--- src/rtl/microstep_sequencer_pkg.sv ---
// Shared definitions for the kwanCPU microstep sequencer.
// Holds the default step width and step count, the step type at the
// default width, and the index of the last fetch-phase step.
package microstep_sequencer_pkg;

  localparam int STEP_W_DEF      = 3;
  localparam int NUM_STEPS_DEF   = 5;
  localparam int FETCH_STEPS_DEF = 2;

  typedef logic [STEP_W_DEF-1:0] step_t;

  // Last step index that still belongs to the fetch phase.
  localparam step_t T_FETCH_LAST = step_t'(FETCH_STEPS_DEF - 1);

endpackage

--- src/rtl/microstep_sequencer_if.sv ---
// Control and status bundle between the control unit and the microstep
// sequencer.
//   run, step_req, step_clr, hlt  : control-word / front-panel requests
//   step, t_onehot, fetch,
//   instr_done, halted            : registered sequencer status
// master = control unit side, slave = sequencer side.
interface microstep_sequencer_if
  import microstep_sequencer_pkg::*;
#(
  parameter int STEP_W = STEP_W_DEF
);

  logic                   run;
  logic                   step_req;
  logic                   step_clr;
  logic                   hlt;
  logic [STEP_W-1:0]      step;
  logic [(1<<STEP_W)-1:0] t_onehot;
  logic                   fetch;
  logic                   instr_done;
  logic                   halted;

  modport master (
    output run, step_req, step_clr, hlt,
    input  step, t_onehot, fetch, instr_done, halted
  );

  modport slave (
    input  run, step_req, step_clr, hlt,
    output step, t_onehot, fetch, instr_done, halted
  );

endinterface

--- src/rtl/microstep_sequencer_jkff.sv ---
// JK flip-flop with synchronous active-high reset.
//   clk, reset : clock and synchronous reset (q -> 0)
//   j, k       : 00 hold, 01 clear, 10 set, 11 toggle
//   q          : registered output
module jkff (
  input  logic clk,
  input  logic reset,
  input  logic j,
  input  logic k,
  output logic q
);

  always_ff @(posedge clk) begin
    if (reset) begin
      q <= 1'b0;
    end else begin
      case ({j, k})
        2'b01:   q <= 1'b0;
        2'b10:   q <= 1'b1;
        2'b11:   q <= ~q;
        default: q <= q;
      endcase
    end
  end

endmodule

--- src/rtl/microstep_sequencer.sv ---
// kwanCPU control-unit microstep (T-state) counter.
// Counts T0..T(NUM_STEPS-1) and wraps, in free-run or manual single-step
// mode, with early end-of-instruction and sticky halt.
//   clk, reset : clock, synchronous active-high reset
//   bus        : slave side of microstep_sequencer_if
//                inputs  run, step_req, step_clr, hlt
//                outputs step, t_onehot, fetch, instr_done, halted
// The step count lives in one jkff per bit; every output is registered.
module microstep_sequencer
  import microstep_sequencer_pkg::*;
#(
  parameter int STEP_W      = STEP_W_DEF,
  parameter int NUM_STEPS   = NUM_STEPS_DEF,
  parameter int FETCH_STEPS = FETCH_STEPS_DEF
) (
  input logic                  clk,
  input logic                  reset,
  microstep_sequencer_if.slave bus
);

  localparam int                ONEHOT_W  = 1 << STEP_W;
  localparam logic [STEP_W-1:0] LAST_STEP = STEP_W'(NUM_STEPS - 1);
  localparam logic [STEP_W-1:0] FETCH_LIM = STEP_W'(FETCH_STEPS);

  if (NUM_STEPS > (1 << STEP_W) || NUM_STEPS < 2 || FETCH_STEPS >= NUM_STEPS)
  begin : g_bad_params
    $error("microstep_sequencer: illegal STEP_W/NUM_STEPS/FETCH_STEPS");
  end

  logic [STEP_W-1:0]   step_q;
  logic [STEP_W-1:0]   next_step;
  logic [ONEHOT_W-1:0] onehot_q;
  logic                fetch_q;
  logic                done_q;
  logic                halted_q;
  logic                step_req_q;
  logic                rise;
  logic                adv;
  logic                wrap;

  always_comb begin
    rise      = bus.step_req & ~step_req_q;
    adv       = ~halted_q & ~bus.hlt & (bus.run | rise);
    wrap      = bus.step_clr | (step_q == LAST_STEP);
    next_step = step_q;
    if (adv) begin
      next_step = wrap ? '0 : step_q + 1'b1;
    end
  end

  // Counter core: bit i toggles when all lower bits are 1 (binary carry);
  // on wrap every bit is driven to clear.
  for (genvar i = 0; i < STEP_W; i++) begin : g_bit
    logic carry;
    logic j;
    logic k;
    if (i == 0) begin : g_c0
      assign carry = 1'b1;
    end else begin : g_cn
      assign carry = &step_q[i-1:0];
    end
    assign j = adv & ~wrap & carry;
    assign k = adv & (wrap | carry);

    jkff bit_ff (
      .clk   (clk),
      .reset (reset),
      .j     (j),
      .k     (k),
      .q     (step_q[i])
    );
  end

  // Decode is taken from the next step so it lands together with the counter.
  always_ff @(posedge clk) begin
    if (reset) begin
      step_req_q <= 1'b0;
      onehot_q   <= ONEHOT_W'(1);
      fetch_q    <= 1'b1;
      done_q     <= 1'b0;
      halted_q   <= 1'b0;
    end else begin
      step_req_q <= bus.step_req;
      onehot_q   <= ONEHOT_W'(1) << next_step;
      fetch_q    <= next_step < FETCH_LIM;
      done_q     <= adv & wrap;
      if (bus.hlt) begin
        halted_q <= 1'b1;
      end
    end
  end

  assign bus.step       = step_q;
  assign bus.t_onehot   = onehot_q;
  assign bus.fetch      = fetch_q;
  assign bus.instr_done = done_q;
  assign bus.halted     = halted_q;

endmodule

--- src/flat_wrapper.sv ---
// flat-port wrapper written by rule: the top's interface ports become plain ports
module microstep_sequencer_flat import microstep_sequencer_pkg::*;
#(
  parameter int STEP_W      = STEP_W_DEF,
  parameter int NUM_STEPS   = NUM_STEPS_DEF,
  parameter int FETCH_STEPS = FETCH_STEPS_DEF
)
  (clk, reset, bus_run, bus_step_req, bus_step_clr, bus_hlt, bus_step, bus_t_onehot, bus_fetch, bus_instr_done, bus_halted);
  microstep_sequencer_if #(.STEP_W(STEP_W)) bus_i ();
  input logic clk;
  input logic reset;
  input wire logic [$bits(bus_i.run)-1:0] bus_run;
  input wire logic [$bits(bus_i.step_req)-1:0] bus_step_req;
  input wire logic [$bits(bus_i.step_clr)-1:0] bus_step_clr;
  input wire logic [$bits(bus_i.hlt)-1:0] bus_hlt;
  output wire logic [$bits(bus_i.step)-1:0] bus_step;
  output wire logic [$bits(bus_i.t_onehot)-1:0] bus_t_onehot;
  output wire logic [$bits(bus_i.fetch)-1:0] bus_fetch;
  output wire logic [$bits(bus_i.instr_done)-1:0] bus_instr_done;
  output wire logic [$bits(bus_i.halted)-1:0] bus_halted;
  assign bus_i.run = bus_run;
  assign bus_i.step_req = bus_step_req;
  assign bus_i.step_clr = bus_step_clr;
  assign bus_i.hlt = bus_hlt;
  assign bus_step = bus_i.step;
  assign bus_t_onehot = bus_i.t_onehot;
  assign bus_fetch = bus_i.fetch;
  assign bus_instr_done = bus_i.instr_done;
  assign bus_halted = bus_i.halted;
  microstep_sequencer #(.STEP_W(STEP_W), .NUM_STEPS(NUM_STEPS), .FETCH_STEPS(FETCH_STEPS)) u_core (.clk(clk), .reset(reset), .bus(bus_i));
endmodule
--- config.mk ---
export PLATFORM = sky130hd
export DESIGN_NAME = microstep_sequencer_flat
export DESIGN_NICKNAME = d
export VERILOG_FILES = /design/src/rtl/microstep_sequencer_pkg.sv /design/src/rtl/microstep_sequencer_if.sv /design/src/rtl/microstep_sequencer_jkff.sv /design/src/rtl/microstep_sequencer.sv /design/src/flat_wrapper.sv
export SDC_FILE = /design/constraint.sdc
export NUM_CORES = 1
export LEC_CHECK = 0
export BUFFER_PORTS_ARGS = -buffer_cell sky130_fd_sc_hd__buf_2
export CAP_MARGIN = 20
export CORE_AREA = 4 4 57 59
export DETAILED_ROUTE_END_ITERATION = 16
export DIE_AREA = 0 0 61 63
export PLACE_DENSITY_LB_ADDON = 0.1
export SYNTH_ARGS = -nofsm -noshare
export SYNTH_HDL_FRONTEND = slang
export SYNTH_SLANG_ARGS = --single-unit
--- constraint.sdc ---
create_clock -name clk -period 3.1 [get_ports clk]
set_input_delay 0 -clock clk [delete_from_list [all_inputs] [get_ports clk]]
set_output_delay 0 -clock clk [all_outputs]
set_load 0.1 [all_outputs]
## After elaboration in Yosys (flattened, before gate mapping)

Cells that the tools add are included.

| storage, ports and cells | value |
|---|---|
| flip-flop bits (word level) | 15 |

| cells by class | value |
|---|---|
| $add $sub $neg | 1 |
| $lt $le $gt $ge | 1 |
| equal/unequal tests | 10 |
| shift operators | 1 |
| multiplexer cells | 5 |
| bitwise operators | 20 |
| reductions and logical operators | 4 |

Operators by type and width:

| kind | number |
|---|---|
| $eq 2x2->1 const B | 6 |
| $and 1x1->1 | 9 |
| $pmux 1 s3 | 3 |
| $reduce_bool 3->1 | 3 |
| $shl 1x3->8 const A | 1 |
| $not 1->1 | 7 |
| $eq 2x1->1 const B | 3 |
| $mux 3 | 2 |
| $or 1x1->1 | 4 |
| $add 3x1->3 const B | 1 |
| $eq 3x3->1 const B | 1 |
| $lt 3x2->1 const B | 1 |
| $reduce_and 2->1 | 1 |

## Logic depth before layout (Yosys ltp)

Gate-level depths: netlist of run 1.

| depth | value |
|---|---|
| depth after elaboration | 8 |
| gate-level depth with buffers | 6 |

## Cells and area by module

From an unflattened synthesis of run 1, not the netlist that was laid out.

| unflattened totals | value |
|---|---|
| cell total of the unflattened synthesis | 65 |
| area, all modules | 675.6 um^2 |

Modules (own cells, without submodules):

| module | times used | cells an instance | area each (um^2) | sequential area each (um^2) |
|---|---|---|---|---|
| microstep_sequencer | 1 | 56 | 581.8 | 240.2 |
| jkff | 3 | 3 | 31.3 | 20.0 |

## Worst setup path after synthesis of run 1

No wires, ideal clock.

| timing | value |
|---|---|
| path type | register to register |
| start | register u_core.halted_q (netlist: u_core.bus.halted) |
| end | register u_core.onehot_q[2] (netlist: u_core.bus.t_onehot[2]) |
| arrival time | 1.837 ns |
| path slack | 1.178 ns |
| cell stages (with the launch flop) | 5 |
| buffers on the path | 0 |
| period minus slack after synthesis | 1.922 ns |
| cell sequence | dfxtp_1 -> nor2_2 -> o21a_4 -> or3_1 -> a211oi_1 |

| on the way | value |
|---|---|
| word-level cells in the longest chain between the ends | 5 |

Ends and longest elaborated chain:

| element | RTL line | text |
|---|---|---|
| from (decl) | microstep_sequencer.sv:35 | `logic halted_q;` |
| from (signal assigned) | microstep_sequencer.sv:81 | `halted_q <= 1'b0;` |
| from (signal assigned) | microstep_sequencer.sv:88 | `halted_q <= 1'b1;` |
| $not 1->1 | microstep_sequencer.sv:43 | `adv = ~halted_q & ~bus.hlt & (bus.run \| rise);` |
| $and 1x1->1 (2 in a row) | microstep_sequencer.sv:43 |  |
| $mux 3 | microstep_sequencer.sv:46 | `if (adv) begin` |
| $shl 1x3->8 | microstep_sequencer.sv:84 | `onehot_q <= ONEHOT_W'(1) << next_step;` |
| to (signal assigned) | microstep_sequencer.sv:84 |  |
| to (decl) | microstep_sequencer.sv:32 | `logic [ONEHOT_W-1:0] onehot_q;` |

Every way passes these cells.
A chain may end at the register's enable or synchronous reset.

## Final worst setup path of run 1

| timing | value |
|---|---|
| start | register u_core.g_bit[1].bit_ff.q |
| end | register u_core.fetch_q (netlist: u_core.bus.fetch) |

| on the way | value |
|---|---|
| word-level cells in the longest chain between the ends | 5 |
| elaborated cells on any way between the ends | 6 |
| classes of those cells | add/sub: 1; order compare: 1; eq/ne: 1; mux: 2; bitwise: 1 |

Ends and longest elaborated chain:

| element | RTL line | text |
|---|---|---|
| from (decl) | microstep_sequencer_jkff.sv:10 | `output logic q` |
| from (signal assigned) | microstep_sequencer_jkff.sv:20 | `2'b11: q <= ~q;` |
| from (signal assigned) | microstep_sequencer_jkff.sv:21 | `default: q <= q;` |
| branches (longest 3 deep; another with $add 3x1->3) | -- |  |
| $mux 3 * | microstep_sequencer.sv:46 |  |
| $lt 3x2->1 * | microstep_sequencer.sv:85 | `fetch_q <= next_step < FETCH_LIM;` |
| to (signal assigned) | microstep_sequencer.sv:85 |  |
| to (decl) | microstep_sequencer.sv:33 | `logic fetch_q;` |

Mark *: on every way between the ends.

==> results by group, run 1 <==
Synthesis
  – Combinational family with the most area after synthesis: compound AO/OA/AOI/OAI gates
  – Post-Synth XOR/XNOR Area: 0
  – Synth area leaders: dfxtp_1, nor3_1, ha_1
  – Synth Cell Area: roughly 660 µm²
  – Synthesized net count: 74
  – Synth area leader: dfxtp_1
  – Multiplexer area fraction after synthesis: 0.0324
  – Synthesized area per cell: around 10 µm²
  – Post-Syn Instances: between 60 and 70
  – Seq/Total Area, Yosys: 0.457
  – Adder-cell area share of the yosys netlist: 0.0381
  – Synth Area in Simple Gates: 0.194
  – Warnings from Yosys: 0
  – Synth async-reset ratio: 0
  – Cell variety after synth: 32
  – Post-synth top flop: dfxtp_1
  – Yosys top cell area share: 0.457
  – EDFF count, synth: 0
  – Post-synthesis compound-gate area fraction: 0.213
  – Synth Register Bits: 15

Final layout
  – Finished Cell Area: ~810 µm²
  – Fraction of layout cells with a size suffix above 1: 0.326
  – Area of the multi-input gates: around 310 µm²
  – Filler cells: 320
  – Most common cell after layout, fill and taps aside: buf_2
  – Register area: about 300 µm²
  – Antenna cell count: 0
  – Area Growth Syn to Fin: 22.7%
  – Layout Nets: 95
  – Most frequent cells in the layout: buf_2, dfxtp_1, nor3_1

Clock network
  – Clk pin slew, worst setup/hold paths: ~0.090 ns
  – Post-CTS resize count: 0
  – CTS tree: built
  – Clk_lat worst skew: roughly 0.28 ns
  – Clock Sink Count: 15
  – H-tree Lvls: 1
  – CTS max path bufs: 2
  – CTS root buffer: clkbuf_4
  – CTS Buf Count: 3

Drt
  – Pre-antenna DRT Iters: 2
  – Number of vias per cell: 4.73
  – Initial DRC count: 3
  – Vias: approximately 550
  – Routed WL: roughly 1400 µm
  – Residual DRC: 0
  – Drt wl/cell: ~12 µm
  – ANT nets after route: 0

Pwr
  – Power density over the cells: 478 nW/µm²
  – Switching Power: ~0.12 mW
  – Sw Ratio: 0.308
  – Clock Power Share: 0.281
  – Seq pwr share: 0.522
  – Internal power: roughly 0.27 mW
  – Comb pwr share: 0.198
  – Pleak: roughly 0.36 nW
  – Peak VDD IR: about 0.00020 V
  – Tot Pwr: between 0.3 and 0.4 mW

Timing
  – Worst rel slew slack: 0.693
  – Hold Slack: between 0.03 and 0.04 ns
  – Setup Skew: between 0.003 and 0.004 ns
  – Sum Neg Setup Slack: 0 ns
  – Actual slew at the worst max-slew pin: 0.448 ns
  – Final setup viols: 0
  – Fin crit share: 0.545
  – Fmax: ~600 MHz
  – Final min period: between 1.5 and 2 ns
  – Fin. Hold Viols: 0
  – RSZ-0062 raised after global routing: no
  – Max-slew violations: 0

Floorplanning
  – Core Rows: 19
  – Num ports: 20
  – Die Wd: approximately 61 µm
  – Starting Density: 0.242
  – Height of the die: 63 µm
  – Die footprint: roughly 3800 µm²
  – Core area: around 2700 µm²

Placement
  – HPWL Detailed: about 1100 µm
  – Port Buffers: 19
  – Placer Congestion: 0.706
  – DP Area: between 700 and 800 µm²

Global route
  – Initial antenna violation count: 0
  – First-pass GRT wire length: approximately 2500 µm
  – Vias in the first global route: between 500 and 600
  – Largest net degree at the start of global routing: 13
  – Grt ovf: 0
  – Gr usage total: 0.0862

Worst setup path
  – Bufs and invs on worst path: 1
  – CP Class: flip-flop to flip-flop
  – Max stage delay cell, worst path: dfxtp_1
  – CP startpoint: u_core.g_bit[1].bit_ff.q
  – Critical path data arrival time: 1.86 ns
  – Crit. End Element: flip-flop
  – CP max stage delay: approximately 0.42 ns
  – CP Cell Sequence: inv_1 -> ha_1 -> and3b_1 -> o221ai_1 -> o311ai_1 -> or2_1
  – CP startpoint kind: flip-flop
  – Critical R2R Launch: u_core.g_bit[1].bit_ff.q
  – Required time worst endpoint: roughly 3.3 ns
  – CP max FO: 6
  – Top delay family on crit path: flip-flops

Min path
  – Min-delay worst type: primary input to flip-flop
  – Worst Min Path Start: reset

Status
  – Status: completed

Run
  – Max cap viols: 0
==> cell type report <==
type	instances	share of cell area
sequential	15	0.373
multi-input combinational	43	0.390
timing repair buffer	21	0.143
inverter	3	0.0140
tap	31	0.0481
clock buffer	4	0.0326
==> logic make-up (layout without fill, tap and decap cells) <==
logic type | Yosys count | count (layout)
buf+inv | 8 | 28
flops | 15 | 15
simple gates | 21 | 21
compound gates | 18 | 18
mux | 2 | 2
fa+ha+maj | 2 | 2
==> synthesized netlist by cell type (2+ instances only) <==
| master | count |
|---|---|
| a211oi_1 | 2 |
| a21o_1 | 3 |
| and3b_1 | 2 |
| buf_4 | 3 |
| dfxtp_1 | 15 |
| ha_1 | 2 |
| inv_1 | 3 |
| nor2_1 | 3 |
| nor2b_1 | 2 |
| nor3_1 | 6 |
| o21ai_0 | 3 |
| o221ai_1 | 2 |
==> worst paths after layout <==
| kind | endpoint | slack, ns | cells past startpoint |
|---|---|---|---|
| hold / removal | u_core.bus.halted | 0.04 | 2 |
| setup reg to reg | u_core.bus.fetch | 1.41 | 6 |
| setup / recovery | u_core.bus.fetch | 1.41 | 6 |
| hold reg to reg | u_core.bus.halted | 0.53 | 2 |
==> sequential cells by signal, summed over array words and instances, names as in the netlist <==
signal                 cells
u_core.bus.fetch           1
u_core.bus.halted          1
u_core.bus.instr_done      1
u_core.bus.t_onehot        8
u_core.g_bit.bit_ff.q      3
u_core.step_req_q          1
==> power groups by stage <==
stage                     sequential [mW]  clock (mW)  combinational, mW
after CTS                           0.201       0.114             0.0768
final                               0.201       0.108             0.0762
after detailed placement            0.206           0             0.0746
after floorplan                     0.234           0             0.0315
after global placement              0.206           0             0.0752
after global routing                0.202       0.123             0.0822
==> stage by stage <==
step	setup WS, ns	util	cells
global placement	1.40	0.280	111
CTS	1.40	0.297	117
detailed placement	1.42	0.280	111
global route	1.22	0.297	117
finish	1.41	0.297	117
floorplan	1.18	-	66
==> repair_timing <==
action | in CTS | in global routing
hold buffers | 2 | 0
hold endpoints to repair | 2 | 0
setup buffers | 0 | 0
==> metal layers <==
| layer | vias to the layer above | global-route usage | routed length (µm) |
|---|---|---|---|
| met3 | 2 | 0.0186 | 64 |
| li1 | 280 | - | - |
| met5 | - | 0 | 0 |
| met2 | 12 | 0.120 | 660 |
| met1 | 259 | 0.112 | 680 |
| met4 | 0 | 0.0650 | 27 |
==> worst register-to-register path: cells and delay by family (launching register included) <==
kind	cells	cell delay (ns)
flops	1	0.42
buf+inv	1	0.11
compound gates	2	0.33
fa+ha+maj	1	0.32
simple gates	2	0.41
Power figures use the tool's default switching activity.
==> inputs of run 2 (changes only) <==
==> constraint.sdc (replaced) <==
create_clock -name clk -period 1.6 [get_ports clk]
set_input_delay 0 -clock clk [delete_from_list [all_inputs] [get_ports clk]]
set_output_delay 0 -clock clk [all_outputs]
set_load 0.1 [all_outputs]
==> run 2 against run 1 <==
  * First-iteration DRC count unchanged
  * Design area is 11% higher
  * Core utilization rose by 3.1 points
  * Clock skew increased by 0.0034 ns
  * Critical endpoint unchanged
  * Largest cell class unchanged
==> results by group, run 2 (same netlist as run 1, synthesis figures left out) <==
Floorplanning
  – Core Rows: 19 (unchanged)
  – Starting Density: 0.242 (unchanged)
  – Num ports: 20 (unchanged)
  – Die footprint: 3840 µm² (unchanged)
  – Height of the die: 63 µm (unchanged)
  – Core area: 2710 µm² (unchanged)
  – Die Wd: 61 µm (unchanged)

Drt
  – Top Layer Used: met4
  – Initial DRC count: 3 (unchanged)
  – DR WL met3: 60 µm (-6.3%)
  – Met1 wire length: 696 µm (+2.4%)
  – Residual DRC: 0 (unchanged)
  – Routed WL: 1520 µm (+6.0%)
  – Vias: 569 (+2.9%)
  – Drt wl/cell: 12.3 µm (+0.83%)
  – Number of vias per cell: 4.63 (-2.1%)
  – Pre-antenna DRT Iters: 4 (+2)
  – ANT nets after route: 0 (unchanged)
  – DR WL met2: 725 µm (+9.8%)

Clock network
  – # Post-CTS Setup Buffers: 0 (unchanged)
  – CTS max path bufs: 2 (unchanged)
  – H-tree Lvls: 1 (unchanged)
  – Clk_lat worst skew: 0.28 ns (about the same)
  – CTS Buf Count: 3 (unchanged)
  – Clk pin slew, worst setup/hold paths: 0.10 ns (about the same)
  – CTS tree: built
  – Clock Sink Count: 15 (unchanged)
  – CTS root buffer: clkbuf_4

Worst setup path
  – Bufs and invs on worst path: 1 (unchanged)
  – CP max FO: 3 (-3)
  – CP max stage delay: 0.35 ns (-0.07 ns)
  – Critical path data arrival time: 1.69 ns (-0.17 ns)
  – CP Class: flip-flop to flip-flop
  – Crit. End Element: flip-flop
  – Required time worst endpoint: 1.78 ns (-1.49 ns)
  – Max stage delay cell, worst path: dfxtp_2
  – Top delay family on crit path: simple AND/OR/NAND/NOR gates
  – CP Cell Sequence: inv_1 -> ha_4 -> and3b_1 -> o221ai_2 -> o311ai_2 -> or2_1
  – CP startpoint kind: flip-flop

Final layout
  – Layout Nets: 101 (+6.3%)
  – Antenna cell count: 0 (unchanged)
  – Fraction of layout cells with a size suffix above 1: 0.489 (+0.164)
  – Area Growth Syn to Fin: 35.6%
  – Post-Layout Cell Count: 123 (+5.1%)
  – Post-layout util: 0.329 (+0.0314)
  – Most frequent cells in the layout: buf_2, dfxtp_1, buf_4, nor3_1
  – Max reg flops: 8 (unchanged)
  – Most common cell after layout, fill and taps aside: buf_2

Placement
  – Port Buffers: 19 (unchanged)
  – Setup WS pre-CTS: 0.00629 ns (-1.41 ns)
  – HPWL Detailed: 1170 µm (+8.7%)
  – DP Cell Count: 118 (+6.3%)
  – Placer Congestion: 0.740 (+4.8%)

Min path
  – Min-delay worst type: primary input to flip-flop

Global route
  – Vias in the first global route: 585 (+14%)
  – Largest net degree at the start of global routing: 13 (unchanged)
  – Grt ovf: 0 (unchanged)
  – Gr usage total: 0.0949 (+0.00862)
  – Initial antenna violation count: 0 (unchanged)
  – First-pass GRT wire length: 2680 µm (+8.1%)

Timing
  – Final setup viols: 0 (unchanged)
  – Fin crit share: 0.940 (+0.395)
  – Setup Skew: 0.00682 ns (+0.00345 ns)
  – Fmax: 665 MHz (+12%)
  – Hold Slack: 0.0174 ns (-0.0181 ns)
  – Max-slew violations: 0 (unchanged)
  – Fin. Hold Viols: 0 (unchanged)
  – Actual slew at the worst max-slew pin: 0.491 ns (+0.0427 ns)
  – RSZ-0062 raised after global routing: no
  – Worst rel slew slack: 0.675 (-0.0176)
  – Final setup margin: 0.0959 ns (-1.32 ns)
  – Final min period: 1.50 ns (-0.184 ns)

Status
  – Status: completed

Pwr
  – Power density over the cells: 862 nW/µm² (+80%)
  – Pleak: 0.390 nW (+9.4%)
  – Peak VDD IR: 0.000349 V (+79%)
  – Tot Pwr: 0.768 mW (+99%)

Run
  – Max cap viols: 0 (unchanged)
## run 2: cell types whose count changed in the layout (fill, tap and decap cells not counted), sizes merged
cell and delta:
dlygate4sd3 -1, clkbuf -1, buf +7, clkinv +1
## run 2: timing repair
| item | 4_1_cts | 5_1_grt |
|---|---|---|
| resized for setup | 2 | 6 |
| endpoints found under the setup margin | 1 | 7 |
| pin swaps | 1 | 0 |
| hold endpoints to repair | 1 | 0 |
| hold buffers | 1 | 0 |
## run 2: path summary, 6_finish.rpt
kind                                          startpoint                end  slack (ns)  cells past startpoint
worst max-delay path            u_core.g_bit[1].bit_ff.q   u_core.bus.fetch         0.1                      6
worst min-delay path                               reset  u_core.bus.halted        0.02                      2
worst max register to register  u_core.g_bit[1].bit_ff.q   u_core.bus.fetch         0.1                      6
worst min register to register         u_core.bus.halted  u_core.bus.halted        0.64                      3
## run 2: per-stage QoR
step	TNS (ns)	cell area, µm²
CTS	0	865
finish	0	891
detailed placement	0	813
floorplan	0	658
global route	0	891
global placement	-0.000718	813
## run 2: power breakdown
| part | switching [mW] | internal, mW |
|---|---|---|
| logic | 0.117 | 0.0456 |
| registers | 0.00446 | 0.384 |
| clock network | 0.124 | 0.0927 |
| total | 0.245 | 0.523 |
## run 2: metal layers
| metal | track usage | up-vias |
|---|---|---|
| met5 | 0 | - |
| met4 | 0.0732 | 0 |
| met3 | 0.0124 | 2 |
| met2 | 0.140 | 11 |
| met1 | 0.120 | 262 |
| li1 | - | 294 |
## run 2: final cells by class
class	count	area [µm²]
Inverter	3	11.3
Tap cell	31	38.8
Multi-Input combinational cell	43	352
Fill cell	300	1820
Timing Repair Buffer	27	158
Clock inverter	1	5.00
Sequential cell	15	304
Clock buffer	3	22.5
==> inputs of run 3 (changes only) <==
--- a/config.mk
+++ b/config.mk
@@ -10,7 +10,9 @@
 export CORE_AREA = 4 4 57 59
 export DETAILED_ROUTE_END_ITERATION = 16
 export DIE_AREA = 0 0 61 63
+export GPL_ROUTABILITY_DRIVEN = 1
 export PLACE_DENSITY_LB_ADDON = 0.1
+export SETUP_SLACK_MARGIN = 0.5
 export SYNTH_ARGS = -nofsm -noshare
 export SYNTH_HDL_FRONTEND = slang
 export SYNTH_SLANG_ARGS = --single-unit
==> run 3 against run 2 <==
  * Clock skew shrank 0.0019 ns
  * Global-route usage grew 0.79 points
  * Clock power about the same
  * Maximum frequency grew 1.4%
  * Combinational power increased by 27%
  * First-iteration DRC count fell by 33%
  * Via count rose by 3.9%
  * Wire length rose by 10%
  * Sequential power is essentially flat
  * Critical path type unchanged
  * Clock-buffer cell count unchanged
  * Core utilization rose by 6.0 points
==> results by group, run 3 (same netlist as run 1, synthesis figures left out) <==
Drt
  – Routed WL: 1670 µm (+10%)
  – Vias: 591 (+3.9%)
  – Residual DRC: 0 (unchanged)
  – Initial DRC count: 2 (-1)
  – Pre-antenna DRT Iters: 4 (unchanged)
  – Number of vias per cell: 4.65 (+0.60%)
  – ANT nets after route: 0 (unchanged)
  – Drt wl/cell: 13.2 µm (+6.7%)

Final layout
  – Fraction of layout cells with a size suffix above 1: 0.615 (+0.125)
  – Antenna cell count: 0 (unchanged)
  – Most common cell after layout, fill and taps aside: buf_2
  – Most frequent cells in the layout: buf_2, dfxtp_1, buf_4, nor3_1, clkbuf_4
  – Layout Nets: 105 (+4.0%)
  – Area Growth Syn to Fin: 60.2%
  – Max reg flops: 8 (unchanged)

Clock network
  – Clock Sink Count: 15 (unchanged)
  – H-tree Lvls: 1 (unchanged)
  – CTS tree: built
  – CTS Buf Count: 3 (unchanged)
  – Clk_lat worst skew: 0.29 ns (about the same)
  – CTS max path bufs: 2 (unchanged)
  – Clk pin slew, worst setup/hold paths: 0.09 ns (about the same)
  – CTS root buffer: clkbuf_4

Timing
  – Max-slew violations: 0 (unchanged)
  – Fin. Hold Viols: 0 (unchanged)
  – Worst rel slew slack: 0.675 (about the same)
  – Actual slew at the worst max-slew pin: 0.490 ns (-0.000897 ns)
  – Fmax: 674 MHz (+1.4%)
  – Hold Slack: 0.0257 ns (+0.00836 ns)
  – Fin crit share: 0.927 (-0.0130)
  – Setup Skew: 0.00492 ns (-0.00190 ns)
  – Sum Neg Setup Slack: 0 ns (unchanged)
  – Final min period: 1.48 ns (-0.0208 ns)
  – Final setup viols: 0 (unchanged)
  – Final setup margin: 0.117 ns (+0.0208 ns)
  – RSZ-0062 raised after global routing: yes

Worst setup path
  – CP max FO: 5 (+2)
  – Required time worst endpoint: 1.78 ns (about the same)
  – Crit. End Element: flip-flop
  – CP Class: flip-flop to flip-flop
  – CP startpoint kind: flip-flop
  – Critical path data arrival time: 1.66 ns (-0.03 ns)

Placement
  – Port Buffers: 19 (unchanged)
  – Setup WS pre-CTS: 0.0713 ns (+0.0651 ns)
  – Placer Congestion: 0.780 (+5.5%)
  – HPWL Detailed: 1220 µm (+4.2%)

Pwr
  – Tot Pwr: 0.810 mW (+5.5%)
  – Peak VDD IR: 0.000450 V (+29%)
  – Power density over the cells: 770 nW/µm² (-11%)
  – Pleak: 0.435 nW (+12%)

Global route
  – Initial antenna violation count: 0 (unchanged)
  – Grt ovf: 0 (unchanged)
  – Vias in the first global route: 606 (+3.6%)
  – First-pass GRT wire length: 2930 µm (+9.5%)
  – Largest net degree at the start of global routing: 13 (unchanged)
  – Gr usage total: 0.103 (+0.00790)

Min path
  – Min-delay worst type: primary input to flip-flop

Floorplanning
  – Die footprint: 3840 µm² (unchanged)
  – Die Wd: 61 µm (unchanged)
  – Height of the die: 63 µm (unchanged)
  – Num ports: 20 (unchanged)
  – Core area: 2710 µm² (unchanged)
  – Core Rows: 19 (unchanged)
  – Starting Density: 0.242 (unchanged)

Run
  – Max cap viols: 0 (unchanged)

Status
  – Status: completed
## run 3: changes by cell type in the layout (fill, tap and decap cells not counted), sizes merged
cell    before  now
clkbuf       3    4
buf         26   29
## run 3: final timing paths
| path | cells past startpoint | startpoint | end | slack [ns] |
|---|---|---|---|---|
| worst min register to register | 2 | u_core.g_bit[0].bit_ff.q | u_core.g_bit[1].bit_ff.q | 0.54 |
| worst max-delay path | 6 | u_core.g_bit[1].bit_ff.q | u_core.bus.fetch | 0.12 |
| worst max register to register | 6 | u_core.g_bit[1].bit_ff.q | u_core.bus.fetch | 0.12 |
| worst min-delay path | 2 | reset | u_core.g_bit[0].bit_ff.q | 0.03 |
## run 3: power by group
group	switching (mW)	leakage, nW	internal, mW	total, mW
clock	0.124	0.0177	0.0929	0.216
sequential	0.00646	0.125	0.381	0.388
combinational	0.135	0.292	0.0713	0.206
## run 3: per-layer routing
| metal | GRT usage | part of all wire | routed length (µm) |
|---|---|---|---|
| met3 | 0.0372 | 0.056 | 93 |
| met4 | 0.0325 | 0.016 | 27 |
| met2 | 0.162 | 0.49 | 816 |
| met5 | 0 | 0 | 0 |
| met1 | 0.127 | 0.44 | 736 |
## run 3: stage by stage
| stage | instance area [µm²] | instances | utilization |
|---|---|---|---|
| floorplan | 706 | 66 | - |
| global placement | 838 | 115 | 0.309 |
| detailed placement | 838 | 115 | 0.309 |
| CTS | 983 | 126 | 0.363 |
| global route | 1050 | 127 | 0.388 |
| finish | 1050 | 127 | 0.388 |
## run 3: layout make-up
type,instances,area [µm²]
fillers,291,1660
multi-input cells,43,433
flip-flops and latches,15,314
repair buffers,31,223
well taps,31,38.8
clock buffers,3,22.5
inverters,3,16.3
clock inverters,1,5.00
## run 3: repair_timing
action | CTS | global route
hold buffers | 1 | 0
pin swaps | 5 | 4
setup endpoints to repair | 15 | 17
resized for setup | 14 | 16
setup buffers | 6 | 1
endpoints found under the hold margin | 1 | 0
## run 3: worst max-delay path, cell delays in order (launching register included)
cell      delay (ns)
dfxtp_4         0.39
inv_4           0.04
ha_4            0.26
and3b_1         0.18
o221ai_2        0.14
o311ai_2        0.14
or2_1           0.23
